**config.mk**
```make
export PLATFORM = sky130hd
export DESIGN_NAME = accum_bank_flat
export DESIGN_NICKNAME = d
export VERILOG_FILES = /design/src/rtl/accum_bank_if.sv /design/src/rtl/accum_bank.sv /design/src/flat_wrapper.sv
export SDC_FILE = /design/constraint.sdc
export NUM_CORES = 1
export LEC_CHECK = 0
export CAP_MARGIN = 20
export CORE_MARGIN = 4
export CORE_UTILIZATION = 42
export CTS_CLUSTER_SIZE = 12
export DETAILED_ROUTE_END_ITERATION = 16
export GPL_ROUTABILITY_DRIVEN = 0
export PLACE_DENSITY_LB_ADDON = 0.3
export SLEW_MARGIN = 0
export SYNTH_ARGS = -nofsm -noshare
export SYNTH_HDL_FRONTEND = slang
export SYNTH_SLANG_ARGS = --single-unit
```
**constraint.sdc**
```tcl
create_clock -name clock -period 5.7 [get_ports clock]
set_input_delay 0.57 -clock clock [delete_from_list [all_inputs] [get_ports clock]]
set_output_delay 0.57 -clock clock [all_outputs]
set_load 0.05 [all_outputs]
```
**src/rtl/accum_bank_if.sv**
```systemverilog
// rtl/accum_bank_if.sv - clear/write/read/overflow bus of the accumulator bank
interface accum_bank_if #(
    parameter int ADDR_W = 4,
    parameter int IN_W   = 8,
    parameter int DATA_W = 16
);
    logic              io_clear;
    logic              io_busy;
    logic              io_wr_en;
    logic              io_wr_mode;
    logic [ADDR_W-1:0] io_wr_addr;
    logic [IN_W-1:0]   io_wr_data;
    logic              io_rd_en;
    logic [ADDR_W-1:0] io_rd_addr;
    logic              io_rd_valid;
    logic [DATA_W-1:0] io_rd_data;
    logic              io_ovf;
    logic              io_ovf_clr;

    modport master (
        output io_clear, io_wr_en, io_wr_mode, io_wr_addr, io_wr_data,
               io_rd_en, io_rd_addr, io_ovf_clr,
        input  io_busy, io_rd_valid, io_rd_data, io_ovf
    );

    modport slave (
        input  io_clear, io_wr_en, io_wr_mode, io_wr_addr, io_wr_data,
               io_rd_en, io_rd_addr, io_ovf_clr,
        output io_busy, io_rd_valid, io_rd_data, io_ovf
    );
endinterface

```
**src/rtl/accum_bank.sv**
```systemverilog
// rtl/accum_bank.sv - signed accumulator memory with saturating adds and swept clear
module accum_bank #(
    parameter int DATA_W   = 16,
    parameter int IN_W     = 8,
    parameter int DEPTH    = 16,
    parameter int ADDR_W   = $clog2(DEPTH),
    parameter int SATURATE = 1
) (
    input logic         clock,
    input logic         reset,
    accum_bank_if.slave bus
);
    typedef enum logic {IDLE, CLEAR} state_t;

    localparam logic [ADDR_W:0]   DEPTH_EXT = (ADDR_W+1)'(DEPTH);
    localparam logic [ADDR_W-1:0] LAST      = ADDR_W'(DEPTH - 1);
    localparam logic [DATA_W-1:0] MAX_VAL   = {1'b0, {(DATA_W-1){1'b1}}};
    localparam logic [DATA_W-1:0] MIN_VAL   = {1'b1, {(DATA_W-1){1'b0}}};

    state_t            state, state_next;
    logic [ADDR_W-1:0] cnt;
    logic [DATA_W-1:0] mem [DEPTH];

    logic              wr_in_range, rd_in_range, wr_ok, ovf_hit, ovf_set;
    logic [DATA_W-1:0] cur, acc_result, wr_value;
    logic [DATA_W:0]   d_ext, sum;
    logic              rd_valid, ovf;
    logic [DATA_W-1:0] rd_data;

    always_ff @(posedge clock) begin
        if (reset) state <= CLEAR;
        else       state <= state_next;
    end

    always_comb begin
        state_next = state;
        case (state)
            IDLE:    if (bus.io_clear) state_next = CLEAR;
            CLEAR:   if (cnt == LAST)  state_next = IDLE;
            default: state_next = IDLE;
        endcase
    end

    always_ff @(posedge clock) begin
        if (reset)               cnt <= '0;
        else if (state == CLEAR) cnt <= cnt + 1'b1;
        else                     cnt <= '0;
    end

    assign wr_in_range = ({1'b0, bus.io_wr_addr} < DEPTH_EXT);
    assign rd_in_range = ({1'b0, bus.io_rd_addr} < DEPTH_EXT);
    // A clear request in the same cycle takes priority over the write.
    assign wr_ok = (state == IDLE) && !bus.io_clear && bus.io_wr_en && wr_in_range;

    // One extra bit of headroom makes overflow a simple top-two-bit disagreement.
    assign d_ext      = {{(DATA_W+1-IN_W){bus.io_wr_data[IN_W-1]}}, bus.io_wr_data};
    assign cur        = wr_in_range ? mem[bus.io_wr_addr] : '0;
    assign sum        = {cur[DATA_W-1], cur} + d_ext;
    assign ovf_hit    = sum[DATA_W] ^ sum[DATA_W-1];
    assign acc_result = (ovf_hit && SATURATE != 0) ? (sum[DATA_W] ? MIN_VAL : MAX_VAL)
                                                    : sum[DATA_W-1:0];
    assign wr_value   = bus.io_wr_mode ? d_ext[DATA_W-1:0] : acc_result;
    assign ovf_set    = wr_ok && !bus.io_wr_mode && ovf_hit;

    always_ff @(posedge clock) begin
        if (!reset) begin
            if (state == CLEAR) mem[cnt] <= '0;
            else if (wr_ok)     mem[bus.io_wr_addr] <= wr_value;
        end
    end

    always_ff @(posedge clock) begin
        if (reset) begin
            rd_valid <= 1'b0;
            rd_data  <= '0;
            ovf      <= 1'b0;
        end else begin
            rd_valid <= bus.io_rd_en;
            rd_data  <= (bus.io_rd_en && rd_in_range) ? mem[bus.io_rd_addr] : '0;
            if (ovf_set)             ovf <= 1'b1;
            else if (bus.io_ovf_clr) ovf <= 1'b0;
        end
    end

    assign bus.io_busy     = (state == CLEAR);
    assign bus.io_rd_valid = rd_valid;
    assign bus.io_rd_data  = rd_data;
    assign bus.io_ovf      = ovf;
endmodule

```
**src/flat_wrapper.sv**
```systemverilog
// flat-port wrapper written by rule: the top's interface ports become plain ports
module accum_bank_flat 
#(
    parameter int DATA_W   = 16,
    parameter int IN_W     = 8,
    parameter int DEPTH    = 16,
    parameter int ADDR_W   = $clog2(DEPTH),
    parameter int SATURATE = 1
)
  (clock, reset, bus_io_clear, bus_io_wr_en, bus_io_wr_mode, bus_io_wr_addr, bus_io_wr_data, bus_io_rd_en, bus_io_rd_addr, bus_io_ovf_clr, bus_io_busy, bus_io_rd_valid, bus_io_rd_data, bus_io_ovf);
  accum_bank_if #(.ADDR_W(ADDR_W), .IN_W(IN_W), .DATA_W(DATA_W)) bus_i ();
  input logic clock;
  input logic reset;
  input wire logic [$bits(bus_i.io_clear)-1:0] bus_io_clear;
  input wire logic [$bits(bus_i.io_wr_en)-1:0] bus_io_wr_en;
  input wire logic [$bits(bus_i.io_wr_mode)-1:0] bus_io_wr_mode;
  input wire logic [$bits(bus_i.io_wr_addr)-1:0] bus_io_wr_addr;
  input wire logic [$bits(bus_i.io_wr_data)-1:0] bus_io_wr_data;
  input wire logic [$bits(bus_i.io_rd_en)-1:0] bus_io_rd_en;
  input wire logic [$bits(bus_i.io_rd_addr)-1:0] bus_io_rd_addr;
  input wire logic [$bits(bus_i.io_ovf_clr)-1:0] bus_io_ovf_clr;
  output wire logic [$bits(bus_i.io_busy)-1:0] bus_io_busy;
  output wire logic [$bits(bus_i.io_rd_valid)-1:0] bus_io_rd_valid;
  output wire logic [$bits(bus_i.io_rd_data)-1:0] bus_io_rd_data;
  output wire logic [$bits(bus_i.io_ovf)-1:0] bus_io_ovf;
  assign bus_i.io_clear = bus_io_clear;
  assign bus_i.io_wr_en = bus_io_wr_en;
  assign bus_i.io_wr_mode = bus_io_wr_mode;
  assign bus_i.io_wr_addr = bus_io_wr_addr;
  assign bus_i.io_wr_data = bus_io_wr_data;
  assign bus_i.io_rd_en = bus_io_rd_en;
  assign bus_i.io_rd_addr = bus_io_rd_addr;
  assign bus_i.io_ovf_clr = bus_io_ovf_clr;
  assign bus_io_busy = bus_i.io_busy;
  assign bus_io_rd_valid = bus_i.io_rd_valid;
  assign bus_io_rd_data = bus_i.io_rd_data;
  assign bus_io_ovf = bus_i.io_ovf;
  accum_bank #(.DATA_W(DATA_W), .IN_W(IN_W), .DEPTH(DEPTH), .ADDR_W(ADDR_W), .SATURATE(SATURATE)) u_core (.clock(clock), .reset(reset), .bus(bus_i));
endmodule
```
### Yosys cells after proc, flatten, opt, wreduce, memory -nomap -nowiden

Memories as Yosys holds them, arrays and structs flattened. A register that Yosys moved wholly into a read port is not among the register bits.
Index checks and enable logic that the tools add are counted.

| word-level totals | value |
|---|---|
| memory bits (writable) | 256 |
| output and inout port bits | 19 |
| logic and storage cells | 39 |
| input port bits | 23 |
| register bits after elaboration | 7 |
| memories | 1 |

| cells by class | value |
|---|---|
| equal/unequal tests | 1 |
| multiplexer cells | 18 |
| reductions and logical operators | 10 |
| bitwise operators | 3 |
| add/sub/neg operators | 2 |

Memory list:

| name | words | width | read ports | clocked after Yosys merged registers in | write ports | line | text |
|---|---|---|---|---|---|---|---|
| u_core.mem | 16 | 16 | 2 | 1 | 1 | accum_bank.sv:22 | `logic [DATA_W-1:0] mem [DEPTH];` |

Operator list:

| cell | number |
|---|---|
| $mux 16 | 4 |
| $add 16x8->17 | 1 |
| $reduce_or 16->1 | 1 |
| $mux 1 | 12 |
| $add 4x1->4 const B | 1 |
| $eq 4x4->1 const B | 1 |
| $logic_and 1x1->1 | 4 |
| $mux 4 | 1 |
| $reduce_or 2->1 | 2 |
| $logic_not 1->1 | 2 |
| $not 1->1 | 2 |
| $pmux 1 s2 | 1 |
| $reduce_bool 2->1 | 1 |
| $xor 1x1->1 | 1 |

### Logic depth before layout (Yosys ltp)

| depth | value |
|---|---|
| word-level depth | 9 |
| mapped depth | 15 |
| mapped depth without buffers | 11 |

### Worst setup path after synthesis

No wires, ideal clock.

| timing path | value |
|---|---|
| kind | input port to flip-flop |
| start point | input port bus_io_wr_addr[0] |
| end point | memory u_core.mem[0][1], data pin |
| setup time | 303 ps |
| setup slack | 862 ps |
| path buffers | 4 |
| arrival | 4,536 ps |
| stages on the path | 15 |
| required time | 5,397 ps |
| cells stage by stage | clkbuf_1 -> buf_2 -> buf_2 -> mux4_2 -> mux4_2 -> ha_1 -> fa_1 -> a211oi_1 -> nor2_1 -> a31o_2 -> a21oi_2 -> nor2_1 -> a221o_1 -> buf_6 -> o221a_1 |

| between the ends | value |
|---|---|
| longest elaborated chain between the ends | 6 |
| elaborated cells between the ends (all ways) | 7 |
| classes of those cells | add/sub (1); mux (4); bitwise (1); memory (1) |

Ends and longest elaborated chain:

| item | line | text |
|---|---|---|
| from (decl) | flat_wrapper.sv:17 | `input wire logic [$bits(bus_i.io_wr_addr)-1:0] bus_io_wr_addr;` |
| $mem_v2 16x16 (*) | n/a |  |
| $add 16x8->17 (*) | accum_bank.sv:58 | `assign sum = {cur[DATA_W-1], cur} + d_ext;` |
| $mux 16 or $xor 1x1->1 (tied branches) | accum_bank.sv:60, accum_bank.sv:59 |  |
| $mux 16 (*) | accum_bank.sv:60 | `assign acc_result = (ovf_hit && SATURATE != 0) ? (sum[DATA_W] ? MIN_VAL : MAX_VAL)` |
| $mux 16 (*) | accum_bank.sv:62 | `assign wr_value = bus.io_wr_mode ? d_ext[DATA_W-1:0] : acc_result;` |
| $mux 16 (no line) (*) | n/a |  |
| to (decl) | accum_bank.sv:22 |  |

Mark *: on every way between the ends. The rest lies on a longest branch, timed or not.

### Worst setup path in the final report

| timing path | value |
|---|---|
| start point | input port bus_io_wr_addr[0] |
| end point | memory u_core.mem[9][1], data pin |

The elaborated chain is that of the path after synthesis.

==> reports/metrics.csv <==
metric;value;unit
status;completed;
cts_setup_buffers;0;
grt.total_usage;19.8;%
final_cell_count_no_fill;1183;
ys_types;49;
drive_above_1_share;34.2;%
route.detailed.drc;0;
r2r_cells;11;
first_pass_iters;5;
die_y;186;um
powerDensity;307;mW/mm^2
setup_ws;1.18;ns
cp-start-kind;primary input;
tns;0;ns
antenna_cells;0;
post-place-ws;0.656;ns
area_delta_synth_final;15.8;%
numCtsBuffers;34;
synthMuxAreaShare;27.2;%
synth_area_per_cell;19.2;um^2
critPathSlowestCell;mux4_2;
grt-ovfl-total;0;
io_buffers;41;
htree_levels;2;
holdBufCountCts;0;
max-vdd-ir-drop;0.176;mV
finClkSkew;0.0184;ns
period_share;79.2;%
cp_max_fo;16;
tightest_slew;0.916;ns
dr_total_vias;7559;
end_kind;flip-flop;
relSlewSlack;38.8;%
max_freq;221;MHz
dp_hpwl;20300;um
nFillCells;2480;
r2r-end;u_core.mem[9][1];
startpoint;bus_io_wr_addr[0];
regArea;0.00815;mm^2
period_minus_slack;4.52;ns
hp-class;flip-flop to flip-flop;
postCtsResizedCells;0;
synthSimpleGateAreaFrac;2.78;%
fp.dieArea;0.0346;mm^2
async_reset_ff_share;0;%
yosysTopAreaCellShare;57.7;%
crit_required;5.87;ns
finalSetupViolCount;0;
wl;33500;um
cp-endpoint;u_core.mem[9][1];
core;0.0309;mm^2
synth.net_count;734;
final_cell_mix;edfxtp_1, mux4_2, clkdlybuf4s50_1, buf_4, clkbuf_16;
grt_setup_unrepaired;false;
dp_cells;1121;
yosys-top-cells-area;edfxtp_1, mux4_2, dfxtp_1, ha_1, a21oi_1;
grt_pass1_wl;49700;um
ys_warn_count;0;
yosys.area_share.adder;1.75;%
stdcell_area;0.0154;mm^2
ys.flop_type;edfxtp_1;
clock_path_buffers;3;
crit_buf_inv;2;
ff2ff_setup_slack;1.32;ns
cts_root_buf;clkbuf_16;
clkSinkCount;279;
clock_latency;0.51;ns
grt_antenna_before_repair;0;
routedWlPerCell;28.3;um
synth_cells;693;
synth-seq-cells;279;
synth_xor_area_share;1.05;%
worstPathArrival;4.69;ns
detail_route.iter0.violations;889;
critical_path_class;primary input to flip-flop;
crit_family;compound AO/OA/AOI/OAI gates;
synth_compound_area_share;4.40;%
final_common_cell;edfxtp_1;
cp.depth;12;
nNetsFinal;803;
drv_slew;0;
synth_top_family_by_area;multiplexers;
finalHoldViolations;0;
clkTransAtPathRegs;0.06;ns
path_cells;buf_4 -> buf_4 -> mux4_2 -> mux4_2 -> fa_1 -> a211oi_1 -> nor2_1 -> a31o_2 -> a21oi_2 -> nor2_1 -> a221o_1 -> o221a_1;
yosysTopAreaCell;edfxtp_1;
p_leak;5.38;nW
grt_start_max_net_pins;43;
multi_input_area;0.00502;mm^2
synth_seq_area_share;61.2;%
dieWidth;186;um
cap_violations;0;
num_rows;64;
ios;42;
cp_slowest_stage_delay;0.55;ns
postRouteAntennaNets;0;
cts_tree;yes;
netlist_area;0.0133;mm^2
viasPerCell;6.39;
dpl_cell_area;0.0144;mm^2
start_util;43.1;%
synth_edf_count;256;
r2r-start;u_core.mem[5][0];
first_global_vias;7807;
utilization;49.9;%
==> cell usage after synthesis, types with 12 or more instances <==
cell / instances
clkbuf_1: 25
nor2_1: 33
a21oi_1: 27
and2_1: 18
edfxtp_1: 256
o21ai_0: 20
ha_1: 17
mux4_2: 160
buf_2: 12
dfxtp_1: 23
o21a_1: 12
==> sequential cells by signal, indices dropped and copies added, names as in the netlist <==
register	cells
u_core.mem	256
u_core.bus.io_rd_data	16
u_core.cnt	4
u_core.bus.io_busy	1
u_core.bus.io_ovf	1
u_core.bus.io_rd_valid	1
==> through the flow <==
step                hold WS, ns  total power, mW
floorplan                 0.475             2.60
global placement          0.451             2.74
detailed placement        0.473             2.75
CTS                       0.488             4.76
global route              0.519             4.89
finish                    0.487             4.73
==> per-layer routing <==
layer | GRT usage, % | routed length [um] | vias to the layer above
met3 | 4.03 | 2670 | 61
met1 | 27.3 | 13400 | 4012
met2 | 32.7 | 16700 | 373
met4 | 4.84 | 668 | 0
li1 | - | - | 3113
met5 | 0 | 0 | -
==> where the power goes <==
part           total, mW  internal (mW)  switching (mW)  leakage [nW]
clock network       2.03           1.22           0.811         0.509
logic              0.453          0.198           0.255          2.01
registers           2.25           2.24          0.0132          2.86
==> how the worst min path moves through the flow <==
stage               slack (ns)              start  depth (start not counted)                end
finish                    0.49  u_core.bus.io_ovf                          1  u_core.bus.io_ovf
global route              0.52  u_core.bus.io_ovf                          1  u_core.bus.io_ovf
CTS                       0.49  u_core.bus.io_ovf                          1  u_core.bus.io_ovf
detailed placement        0.47  u_core.bus.io_ovf                          1  u_core.bus.io_ovf
global placement          0.45  u_core.bus.io_ovf                          1  u_core.bus.io_ovf
floorplan                 0.47      u_core.cnt[0]                          1      u_core.cnt[0]
==> logic make-up after synthesis <==
family                     count (synthesis)
DFF                                      279
muxes                                    162
AOI/OAI and AO/OA                         92
and+or+nand+nor                           75
buffers and inverters                     51
adders and majority gates                 18
xor gates and xnor gates                  16
==> layout make-up <==
cell class | instances | share of cell area [%]
flip-flops and latches | 279 | 52.9
multi-input cells | 363 | 32.6
clock buffers | 46 | 5.95
repair buffers | 77 | 4.40
well taps | 396 | 3.21
clock inverters | 15 | 0.836
inverters | 7 | 0.170
No activity file was read; power rests on OpenSTA's default activity.
